<file path="src/rtl/uart_tx_cfg.sv">
// Parametrised UART transmitter: start bit, DATA_BITS data bits (LSB first),
// optional odd/even parity, 1..2 stop bits. One word per valid/ready transfer.
module uart_tx_cfg #(
    parameter int CLOCK_SPEED = 50_000_000,
    parameter int BAUD_RATE   = 115_200,
    parameter int DATA_BITS   = 8,
    parameter int PARITY      = 0,
    parameter int STOP_BITS   = 1
) (
    input  logic                 clk,
    input  logic                 rst_n,
    input  logic                 s_valid,
    output logic                 s_ready,
    input  logic [DATA_BITS-1:0] s_data,
    output logic                 tx,
    output logic                 busy,
    output logic                 tx_done
);

    localparam int BAUD_DIV = CLOCK_SPEED / BAUD_RATE;
    localparam int CNT_W    = (BAUD_DIV > 2) ? $clog2(BAUD_DIV) : 1;

    if (DATA_BITS < 5 || DATA_BITS > 9 || PARITY < 0 || PARITY > 2 ||
        STOP_BITS < 1 || STOP_BITS > 2 || BAUD_DIV < 2) begin : g_cfg_error
        $error("uart_tx_cfg: illegal parameter set");
    end

    typedef enum logic [2:0] {
        S_IDLE,
        S_START,
        S_DATA,
        S_PARITY,
        S_STOP
    } state_e;

    state_e                state_q, state_d;
    logic [CNT_W-1:0]      cnt_q, cnt_d;
    logic [3:0]            bit_q, bit_d;
    logic                  stop_q, stop_d;
    logic [DATA_BITS-1:0]  shift_q, shift_d;
    logic                  par_q, par_d;
    logic                  tx_q, tx_d;
    logic                  done_q, done_d;

    logic                  accept;
    logic                  baud_tc;
    logic                  last_bit;
    logic                  last_stop;
    logic [DATA_BITS-1:0]  shift_next;

    assign accept     = s_valid && (state_q == S_IDLE);
    assign baud_tc    = (cnt_q == CNT_W'(BAUD_DIV - 1));
    assign last_bit   = (bit_q == 4'(DATA_BITS - 1));
    assign last_stop  = (stop_q == 1'(STOP_BITS - 1));
    assign shift_next = shift_q >> 1;

    // NOTE: sequential state uses non-blocking assignments so every register
    // samples pre-edge values; tx resets high asynchronously so a mid-frame
    // reset releases the line immediately.
    always_ff @(posedge clk or negedge rst_n) begin
        if (!rst_n) begin
            state_q <= S_IDLE;
            cnt_q   <= '0;
            bit_q   <= '0;
            stop_q  <= 1'b0;
            shift_q <= '0;
            par_q   <= 1'b0;
            tx_q    <= 1'b1;
            done_q  <= 1'b0;
        end else begin
            state_q <= state_d;
            cnt_q   <= cnt_d;
            bit_q   <= bit_d;
            stop_q  <= stop_d;
            shift_q <= shift_d;
            par_q   <= par_d;
            tx_q    <= tx_d;
            done_q  <= done_d;
        end
    end

    // NOTE: every combinational output gets a default first, so no path can
    // leave it unassigned and infer a latch.
    always_comb begin
        state_d = state_q;
        unique case (state_q)
            S_IDLE:   if (accept) state_d = S_START;
            S_START:  if (baud_tc) state_d = S_DATA;
            S_DATA:   if (baud_tc && last_bit) state_d = (PARITY != 0) ? S_PARITY : S_STOP;
            S_PARITY: if (baud_tc) state_d = S_STOP;
            S_STOP:   if (baud_tc && last_stop) state_d = S_IDLE;
            default:  state_d = S_IDLE;
        endcase
    end

    // Each bit's line value is computed one edge ahead so tx stays a flop.
    always_comb begin
        cnt_d   = baud_tc ? '0 : cnt_q + 1'b1;
        bit_d   = bit_q;
        stop_d  = stop_q;
        shift_d = shift_q;
        par_d   = par_q;
        tx_d    = tx_q;
        done_d  = 1'b0;
        unique case (state_q)
            S_IDLE: begin
                cnt_d = '0;
                tx_d  = 1'b1;
                if (accept) begin
                    shift_d = s_data;
                    par_d   = (PARITY == 2) ? ^s_data : ~^s_data;
                    tx_d    = 1'b0;
                end
            end
            S_START: begin
                if (baud_tc) begin
                    tx_d  = shift_q[0];
                    bit_d = '0;
                end
            end
            S_DATA: begin
                if (baud_tc) begin
                    if (last_bit) begin
                        bit_d  = '0;
                        stop_d = 1'b0;
                        tx_d   = (PARITY != 0) ? par_q : 1'b1;
                    end else begin
                        shift_d = shift_next;
                        tx_d    = shift_next[0];
                        bit_d   = bit_q + 1'b1;
                    end
                end
            end
            S_PARITY: begin
                if (baud_tc) begin
                    tx_d   = 1'b1;
                    stop_d = 1'b0;
                end
            end
            S_STOP: begin
                if (baud_tc) begin
                    tx_d = 1'b1;
                    if (last_stop) done_d = 1'b1;
                    else           stop_d = stop_q + 1'b1;
                end
            end
            default: tx_d = 1'b1;
        endcase
    end

    assign s_ready = (state_q == S_IDLE);
    assign busy    = (state_q != S_IDLE);
    assign tx      = tx_q;
    assign tx_done = done_q;

endmodule

</file>
<file path="config.mk">
export PLATFORM = sky130hd
export DESIGN_NAME = uart_tx_cfg
export DESIGN_NICKNAME = d
export VERILOG_FILES = /design/src/rtl/uart_tx_cfg.sv
export SDC_FILE = /design/constraint.sdc
export NUM_CORES = 1
export LEC_CHECK = 0
export ABC_AREA = 0
export BUFFER_PORTS_ARGS = -buffer_cell sky130_fd_sc_hd__buf_4
export CORE_MARGIN = 5
export CORE_UTILIZATION = 41
export DETAILED_ROUTE_END_ITERATION = 7
export HOLD_SLACK_MARGIN = 0.12
export SYNTH_ARGS = -nofsm -noshare
export SYNTH_HDL_FRONTEND = slang
export SYNTH_SLANG_ARGS = --single-unit
</file>
<file path="constraint.sdc">
create_clock -name clk -period 1.85 [get_ports clk]
set_input_delay 0.185 -clock clk [delete_from_list [all_inputs] [get_ports clk]]
set_output_delay 0.185 -clock clk [all_outputs]
set_load 0.005 [all_outputs]
</file>
==> metrics.txt <==
outcome finished clean; mapped cell area 1350 µm²; sequential area share after synthesis 48.29%; Top Ports 15; I/O Buffers 14; Synth cell types 33; Yosys Warn Count 0; Slew headroom 78.10%; Crit path max-delay family buffers and inverters; deepest clock path buffer count 2; HPWL after DPL 1839 µm; area leader, netlist dfrtp_1; Final setup violation count 0; reg2reg setup slack 0.1 ns; CP endpoint kind flop; drc violations 0; Die Footprint 4540 µm²; via density per instance 5.150; Initial Utilization 43.51%; Slowest-stage cell, CP dlygate4sd3_1; worst path bufs/invs 3; Final ANT Viol Nets 0; Pins Over Slew Limit 0; die span in x 67.38 µm; Worst Hold Class in -> reg; Yosys reg bits 26; synthesis-to-finish area growth 18.26%; WL/cell 13.10 µm; via count 994; CTS root buffer clkbuf_4; Hold Fails Final Rpt 0; CTS tree yes; Die Ht 67.38 µm; first-pass GRT wire length 4236 µm; Core ar. 3103 µm²; Crit path arrival time 2.00 ns; clock skew 0.004833 ns; CTS H-tree depth 1; CP dominant cell by count buf_4; DRT Pass-1 Iters 4; Post-Syn Instances 126; Hold WS 0.2140 ns; FF-to-FF Start state_q[0]; Worst VDD drop 0.5135 mV; crit path to shift_q[7]; CP cell instances buf_4, nor3_2, buf_4, nand3_1, dlygate4sd3_1, o21ai_0; Worst EP required 2.10 ns; fmax 571.3 MHz; TritonCTS buffer count 3; initial antenna violation count 0; WS Path Type reg -> reg; top-area cell type share of the netlist area 46.34%; Final Cycle Share 94.62%; Syn Nets 140; Avg Cell Area, Syn 10.71 µm²; startpoint types flop; Critical Path Max Stage Delay 0.55 ns; DRT iter0 DRCs 95; R2R cell count 6; fin util 51.45%; share of post-route cells with drive strength above 1 30.87%; clock period minus worst slack 1.750 ns; Inserted Diodes 0; largest net degree at the start of global routing 27; Post-Route WL 2528 µm; leakage 0.0006924 µW; Overall Global Routing Usage 12.36%; Crit. Startpoint state_q[0]; clk_lat worst skew 0.32 ns; setup TNS 0 ns; critical hold path startpoint s_data[4]; final global-route overflow total 0; Critical Path Fanout Max 6; Worst-Margin Slew 0.3285 ns; RSZ-0062 raised after global routing no; # rows 20; Max-cap violations 0; Clk pin slew, worst setup/hold paths 0.14 ns; synth top area cells dfrtp_1 46%, mux2_2 12%, nor2_1 4.2%, o21ai_0 3.3%, xnor2_1 3.2%; Layout Nets 164; Sink Count 26; vias in the first global route 966; GPL Wtd Cong 0.7797; reg2reg end shift_q[7]; Hold Crit Depth 3; CP Depth 6; P per Cell Area 572.5 nW/µm²
worst register-to-register path, stage by stage, from the launching register on:
cell and delay, ns:
dfrtp_2 0.47, buf_4 0.17, nor3_2 0.19, buf_4 0.15, nand3_1 0.07, dlygate4sd3_1 0.55, o21ai_0 0.08
power by group:
group          switching, µW  total [µW]  internal (µW)
clock network            168         289            120
registers               4.18         580            576
logic                   17.7        45.0           27.3
metrics by stage:
stage          power, µW  cell area (µm²)  std cells  setup WS, ns
4_1_cts            928.2             1575        191       0.03797
3_3_place_gp       633.1             1509        184        0.1810
3_5_place_dp       634.4             1509        184        0.1110
5_1_grt            956.9             1597        193      0.007957
6_report           914.0             1597        193       0.09953
2_1_floorplan      603.4             1350        126        0.2257
area by class of cell:
cell class / instances / area (µm²)
Fill cell: 316 / 1506
Sequential cell: 26 / 653.1
Multi-Input combinational cell: 90 / 645.6
Timing Repair Buffer: 24 / 187.7
Tap cell: 44 / 55.05
Clock buffer: 4 / 36.28
Inverter: 5 / 18.77
registers in the layout, summed over array words and instances, names as in the netlist:
name,cells
cnt_q,9
shift_q,8
bit_q,4
state_q,3
tx,1
tx_done,1
cell usage in the layout (no fill, tap or decap), types with 4 or more instances in the layout:
| cell type | count |
|---|---|
| buf_4 | 21 |
| nor2_1 | 15 |
| nand3_1 | 6 |
| nand2_1 | 9 |
| inv_1 | 5 |
| xnor2_1 | 5 |
| dfrtp_1 | 24 |
| mux2_2 | 14 |
| o21ai_0 | 9 |
| nand4_1 | 4 |
how the worst min path moves through the flow:
stage / endpoint / slack, ns
2_1_floorplan: bit_q[0] / -0.11
3_3_place_gp: cnt_q[8] / 0.12
3_5_place_dp: state_q[1] / 0.11
4_1_cts: shift_q[3] / 0.21
5_1_grt: shift_q[4] / 0.20
6_report: shift_q[4] / 0.21
kinds of logic (layout without fill, tap and decap cells):
logic type / Yosys count / count (layout) / share of synthesized area (%)
AOI/OAI and AO/OA: 16 / 16 / 7.971
muxes: 14 / 14 / 11.68
buffers and inverters: 10 / 33 / 4.263
and+or+nand+nor: 49 / 49 / 19.83
DFF: 26 / 26 / 48.29
xor gates and xnor gates: 8 / 8 / 5.190
adders and majority gates: 3 / 3 / 2.781
per-layer routing:
metal | part of all wire (%) | vias to the layer above | global-route usage (%)
met2 | 48 | 18 | 20.25
met1 | 46 | 489 | 15.76
li1 | - | 485 | -
met5 | 0 | - | 0
met4 | 0.83 | 0 | 2.278
met3 | 5.3 | 2 | 4.493
synthesized netlist by cell type, drive strengths merged:
cell,n
nand3,6
o21ai,9
mux2,14
ha,3
nor3,4
nand2,10
a41oi,1
nor3b,1
o31ai,1
a21oi,2
nor2,15
and2,1
clkbuf,1
and3,1
buf,4
xor2,3
and4bb,1
nand2b,1
inv,5
xnor2,5
o22ai,2
nand3b,3
and4b,1
and3b,1
a32o,1
dfstp,1
nand4,4
dfrtp,25
what timing repair did:
action,in CTS,in global routing
endpoints found under the hold margin,27,0
setup endpoints to repair,0,6
setup buffers,0,2
hold buffers,3,0
gates resized for setup,0,3
Power figures use the tool's default switching activity.
